==> src/rtl/dht_single_wire_ctrl.sv <==
// Single-wire DHT-family sensor controller: start pulse, response check, pulse-width bit decode, checksum.
// Latency: one full sensor transaction per start; dq_in edges seen 3 cycles late (5 with the glitch filter).
// Backpressure: none; start is taken only in IDLE and ignored while busy or in the FINISH cycle.
//
// Ports:
//   clk, rst        clock; asynchronous active-high reset
//   start           one-cycle request, honoured only in IDLE
//   dq_in           raw DQ pad level (asynchronous to clk)
//   dq_oe           1 = pull DQ low (only during the start pulse), 0 = release
//   busy / done     busy from the cycle after start; done is a one-cycle end-of-transaction pulse
//   data_out        received frame, MSB first; partial frame kept on error
//   chk_ok          byte-sum of all but the last byte (mod 256) equals the last byte, and no error
//   err             0 none, 1 no sensor response, 2 bit timeout
// Build option: define DQ_GLITCH_FILTER_EN to add a 3-sample majority filter after the synchroniser.
module dht_single_wire_ctrl #(
   parameter int CLK_PER_US    = 1,
   parameter int START_LOW_US  = 18000,
   parameter int RELEASE_US    = 30,
   parameter int RESP_TO_US    = 100,
   parameter int BIT_TO_US     = 100,
   parameter int BIT_THRESH_US = 48,
   parameter int NBITS         = 40
) (
   input  logic             clk,
   input  logic             rst,
   input  logic             start,
   input  logic             dq_in,
   output logic             dq_oe,
   output logic             busy,
   output logic             done,
   output logic [NBITS-1:0] data_out,
   output logic             chk_ok,
   output logic [1:0]       err
);

   localparam int CW     = $clog2(START_LOW_US*CLK_PER_US+1);
   localparam int BW     = (NBITS > 1) ? $clog2(NBITS) : 1;
   localparam int NBYTES = NBITS/8;

   // Terminal counts: a phase times out after exactly N cycles spent in the state.
   localparam logic [CW-1:0] C_START  = CW'(START_LOW_US*CLK_PER_US - 1);
   localparam logic [CW-1:0] C_REL    = CW'((RELEASE_US+RESP_TO_US)*CLK_PER_US - 1);
   localparam logic [CW-1:0] C_RESP   = CW'(RESP_TO_US*CLK_PER_US - 1);
   localparam logic [CW-1:0] C_BIT    = CW'(BIT_TO_US*CLK_PER_US - 1);
   localparam logic [CW-1:0] C_THRESH = CW'(BIT_THRESH_US*CLK_PER_US);
   localparam logic [CW-1:0] C_MAX    = '1;
   localparam logic [BW-1:0] C_LAST   = BW'(NBITS-1);

   typedef enum logic [2:0] {
      S_IDLE, S_START_LOW, S_RELEASE, S_RESP_LOW, S_RESP_HIGH, S_BIT_LOW, S_BIT_HIGH, S_FINISH
   } state_t;

   state_t           r_state;
   logic [CW-1:0]    r_cnt;
   logic [BW-1:0]    r_bit;
   logic [NBITS-1:0] r_shift;
   logic [1:0]       r_sync;
   logic             r_prev;
   logic             w_lvl;
   logic             w_rise;
   logic             w_fall;
   logic [CW-1:0]    w_cnt_inc;
   logic [7:0]       w_sum;
   logic             w_sum_match;

   // Sync registers reset to 1 (idle bus level) so reset release never fakes a falling edge.
   always_ff @(posedge clk or posedge rst) begin
      if (rst) r_sync <= 2'b11;
      else     r_sync <= {r_sync[0], dq_in};
   end

`ifdef DQ_GLITCH_FILTER_EN
   logic [1:0] r_hist;
   logic       r_filt;

   // Majority of three consecutive samples: a single-cycle pulse never wins the vote.
   // Both edges are delayed equally, so measured pulse widths are unchanged.
   always_ff @(posedge clk or posedge rst) begin
      if (rst) begin
         r_hist <= 2'b11;
         r_filt <= 1'b1;
      end else begin
         r_hist <= {r_hist[0], r_sync[1]};
         r_filt <= (r_sync[1] & r_hist[0]) | (r_sync[1] & r_hist[1]) | (r_hist[0] & r_hist[1]);
      end
   end
   assign w_lvl = r_filt;
`else
   assign w_lvl = r_sync[1];
`endif

   always_ff @(posedge clk or posedge rst) begin
      if (rst) r_prev <= 1'b1;
      else     r_prev <= w_lvl;
   end

   assign w_rise    = w_lvl & ~r_prev;
   assign w_fall    = ~w_lvl & r_prev;
   assign w_cnt_inc = (r_cnt == C_MAX) ? r_cnt : r_cnt + 1'b1;

   // Checksum byte sits in the LSBs; sum every other byte mod 256.
   always_comb begin
      w_sum = '0;
      for (int i = 1; i < NBYTES; i++) w_sum = w_sum + r_shift[i*8 +: 8];
   end
   assign w_sum_match = (w_sum == r_shift[7:0]);

   always_ff @(posedge clk or posedge rst) begin
      if (rst) begin
         r_state  <= S_IDLE;
         r_cnt    <= '0;
         r_bit    <= '0;
         r_shift  <= '0;
         dq_oe    <= 1'b0;
         busy     <= 1'b0;
         done     <= 1'b0;
         data_out <= '0;
         chk_ok   <= 1'b0;
         err      <= 2'd0;
      end else begin
         done <= 1'b0;
         case (r_state)
            S_IDLE: begin
               if (start) begin
                  err     <= 2'd0;
                  chk_ok  <= 1'b0;
                  r_shift <= '0;
                  r_cnt   <= '0;
                  dq_oe   <= 1'b1;
                  busy    <= 1'b1;
                  r_state <= S_START_LOW;
               end
            end
            S_START_LOW: begin
               if (r_cnt == C_START) begin
                  dq_oe   <= 1'b0;
                  r_cnt   <= '0;
                  r_state <= S_RELEASE;
               end else r_cnt <= w_cnt_inc;
            end
            S_RELEASE: begin
               if (w_fall) begin
                  r_cnt   <= '0;
                  r_state <= S_RESP_LOW;
               end else if (r_cnt >= C_REL) begin
                  err     <= 2'd1;
                  r_state <= S_FINISH;
               end else r_cnt <= w_cnt_inc;
            end
            S_RESP_LOW: begin
               if (w_rise) begin
                  r_cnt   <= '0;
                  r_state <= S_RESP_HIGH;
               end else if (r_cnt >= C_RESP) begin
                  err     <= 2'd1;
                  r_state <= S_FINISH;
               end else r_cnt <= w_cnt_inc;
            end
            S_RESP_HIGH: begin
               if (w_fall) begin
                  r_cnt   <= '0;
                  r_bit   <= '0;
                  r_state <= S_BIT_LOW;
               end else if (r_cnt >= C_RESP) begin
                  err     <= 2'd1;
                  r_state <= S_FINISH;
               end else r_cnt <= w_cnt_inc;
            end
            S_BIT_LOW: begin
               if (w_rise) begin
                  r_cnt   <= '0;
                  r_state <= S_BIT_HIGH;
               end else if (r_cnt >= C_BIT) begin
                  err     <= 2'd2;
                  r_state <= S_FINISH;
               end else r_cnt <= w_cnt_inc;
            end
            S_BIT_HIGH: begin
               if (w_fall) begin
                  // Long high pulse decodes as 1; no wait for the sensor's trailing release.
                  r_shift <= {r_shift[NBITS-2:0], (r_cnt > C_THRESH)};
                  r_cnt   <= '0;
                  if (r_bit == C_LAST) r_state <= S_FINISH;
                  else begin
                     r_bit   <= r_bit + 1'b1;
                     r_state <= S_BIT_LOW;
                  end
               end else if (r_cnt >= C_BIT) begin
                  err     <= 2'd2;
                  r_state <= S_FINISH;
               end else r_cnt <= w_cnt_inc;
            end
            S_FINISH: begin
               data_out <= r_shift;
               chk_ok   <= (err == 2'd0) && w_sum_match;
               done     <= 1'b1;
               busy     <= 1'b0;
               r_cnt    <= '0;
               r_state  <= S_IDLE;
            end
            default: r_state <= S_IDLE;
         endcase
      end
   end

endmodule

==> config.mk <==
export PLATFORM = sky130hd
export DESIGN_NAME = dht_single_wire_ctrl
export DESIGN_NICKNAME = d
export VERILOG_FILES = /design/src/rtl/dht_single_wire_ctrl.sv
export SDC_FILE = /design/constraint.sdc
export NUM_CORES = 1
export LEC_CHECK = 0
export CORE_MARGIN = 3
export CORE_UTILIZATION = 28
export CTS_BUF_LIST = sky130_fd_sc_hd__clkbuf_2 sky130_fd_sc_hd__clkbuf_4 sky130_fd_sc_hd__clkbuf_8
export CTS_CLUSTER_SIZE = 28
export DETAILED_ROUTE_END_ITERATION = 8
export HOLD_SLACK_MARGIN = 0.15
export MAX_ROUTING_LAYER = met4
export PLACE_DENSITY = 0.43
export SLEW_MARGIN = 20
export SYNTH_ARGS = -nofsm -noshare
export SYNTH_HDL_FRONTEND = slang
export SYNTH_SLANG_ARGS = --single-unit
==> constraint.sdc <==
create_clock -name clk -period 3.9 [get_ports clk]
set_input_delay 0.975 -clock clk [delete_from_list [all_inputs] [get_ports clk]]
set_output_delay 0.975 -clock clk [all_outputs]
set_load 0.05 [all_outputs]
==> qor.yml <==
critical_path:
  rrSetupSlack_ps: 780
  crit_arrival_ps: 3490
  worst_path_dominant_cell_family: "adder cells"
  cp_max_fo: 4
  reg2reg_depth: 13
  cpPeakStageDelay_ps: 540
  end_kind: "flop"
  crit_type: "reg2reg"
  cp-start-kind: "flop"
  worst-path-stages: 13
  path_buf_inv: 3
  cp_slowest_cell: "fa_1"
  cp.required_ps: 4270
  path_cells: "fa_1, inv_1, fa_1, inv_1, ha_1, inv_1, fa_1, xnor2_1, xnor2_1, nand4_1, nor4_1, nand4_1, o21ai_0"
die:
  die_height_um: 148
  start_util_pct: 28.7
  die-width_um: 148
  rows: 51
  io_pins: 50
  core-area_mm2: 0.0197
  dieArea_mm2: 0.0219
min_path:
  hold_depth: 0
  worst_hold_path_type: "reg2reg"
synthesis:
  synth_top_area_share_pct: 48.8
  synth.area.top_cells: "dfrtp_1, mux2_2, a22o_1"
  syn_area_per_cell_um2: 11.3
  yosys.area.top_type: "dfrtp_1"
  synth_cell_type_count: 59
  yosysSeqAreaShare_pct: 50.2
  synth.most_common_cell: "dfrtp_1"
  async_flop_share_pct: 100
  ys_top_cells_by_count: "dfrtp_1, a22o_1, mux2_2, nand2_1, nor2_1"
  synth-edff-count: 0
  synth_cells: 499
  ys.warnings.count: 0
  netlist_area_mm2: 0.00565
  synth-seq-cells: 113
  syn_nets: 528
  synth_flop_cell: "dfrtp_1"
placed_design:
  portBuffers: 49
  hpwl_um: 9820
  dp_cells: 796
  place.gp.congestion: 0.850
cts:
  clk_root_buffer_cell: "clkbuf_8"
  clk_path_buf_depth: 2
  numCtsBuffers: 17
  holdBufCountCts: 0
  clk_latency_ps: 450
  cts.sinks: 113
  cts_resized: 0
  clkTransAtPathRegs_ps: 80
  cts_setup_buffers: 0
  cts_tree: "yes"
  htreeDepth: 4
global_route:
  grt_overflow: 0
  grt_start_max_net_pins: 44
  grt_pass1_vias: 4094
  grt_usage_pct: 14.0
  antenna_found_initial: 0
  grt_pass1_wl_um: 23300
routing:
  via_per_inst: 4.90
  drt-total-wl_um: 14200
  wl_per_cell_um: 17.1
  dr.pass1.iters: 4
  drtIter0Drc: 296
  drc: 0
  vias: 4059
  antenna_left: 0
timing:
  hold_viol_final: 0
  finalSetupTns_ps: 0
  slew_headroom_pct: 36.9
  fmax_mhz: 321
  worstMarginPinSlew_ps: 945
  hold-worst-slack_ps: 357
  finalSetupViolCount: 0
  skew_ps: 13.0
  rsz0062_at_grt: "false"
  finalCritPeriodShare_pct: 80.0
  finalMaxSlewViolations: 0
  min_period_ps: 3120
final_layout:
  drive_gt1_share_pct: 15.6
  fillCellCount: 2015
  nets: 579
  fin_cells: 828
  area_growth_pct: 22.0
  diodes: 0
power:
  p_leak_nw: 3.14
  total_power_mw: 2.44
  power_density_mw_per_mm2: 355
  ir_drop_mv: 0.171
run:
  drv_cap: 0
outcome:
  status: "finished clean"
flip-flops by register name (all words and copies together) (netlist names):
signal / count
busy: 1
chk_ok: 1
data_out: 40
done: 1
dq_oe: 1
err: 2
r_bit: 6
r_cnt: 15
r_prev: 1
r_shift: 40
r_state: 3
r_sync: 2
metrics by stage:
step | instance area (um2) | setup slack (ps) | utilization [%]
global route | 6890 | 548 | 35.0
finish | 6890 | 781 | 35.0
detailed placement | 6450 | 794 | 32.8
floorplan | 5650 | 1000 | -
global placement | 6450 | 858 | 32.8
CTS | 6890 | 768 | 35.0
placed cells by master (no fill, tap or decap), types with 3 or more instances in the layout:
cell	instances
a21o_1	7
a21oi_1	21
a22o_1	40
a31oi_1	4
a32o_1	3
and2_1	3
and3_1	3
buf_4	3
bufinv_16	3
clkbuf_8	20
clkdlybuf4s50_1	49
clkinvlp_4	4
dfrtp_1	110
dfstp_2	3
fa_1	14
ha_1	11
inv_1	22
mux2_2	36
nand2_1	31
nand2b_1	7
nand3_1	10
nand4_1	8
nor2_1	28
nor2b_1	5
nor3_1	8
nor4_1	3
o21ai_0	21
o21ai_1	5
o31ai_1	5
or3_1	6
xnor2_1	15
xor2_1	8
cells by family (layout without fill, tap and decap cells):
logic type	Yosys count	after routing	synth area share, %
multiplexers	38	38	7.56
buffers and inverters	46	110	3.35
AO/OA/AOI/OAI	130	130	16.8
AND/OR/NAND/NOR	124	124	11.2
flip-flops	113	113	50.2
adder cells (fa/ha/maj)	25	25	7.40
XOR/XNOR	23	23	3.57
worst paths after layout:
check,endpoint,from
hold / removal,r_sync[1],r_sync[0]
max in group asynchronous,data_out[26],rst
setup / recovery,chk_ok,r_shift[9]
setup reg to reg,chk_ok,r_shift[9]
min in group asynchronous,data_out[32],rst
hold reg to reg,r_sync[1],r_sync[0]
metal layers:
metal	GRT usage, %	share of wire, %
met4	4.62	1.3
met2	18.7	43
met5	-	0
met3	3.25	4.0
met1	20.9	52
layout make-up:
type	instances	area (um2)	area share [%]
sequential	113	2830	41.1
multi-input combinational	340	2640	38.3
timing repair buffer	54	553	8.03
tap	265	332	4.82
clock buffer	21	283	4.11
clock inverter	11	153	2.22
inverter	24	93.8	1.36
power breakdown:
group	total [mW]	switching, mW	internal [mW]
Clock	1.23	0.534	0.695
Sequential	1.18	0.00122	1.17
Combinational	0.0375	0.0287	0.00881
No activity file was read; power rests on OpenSTA's default activity.
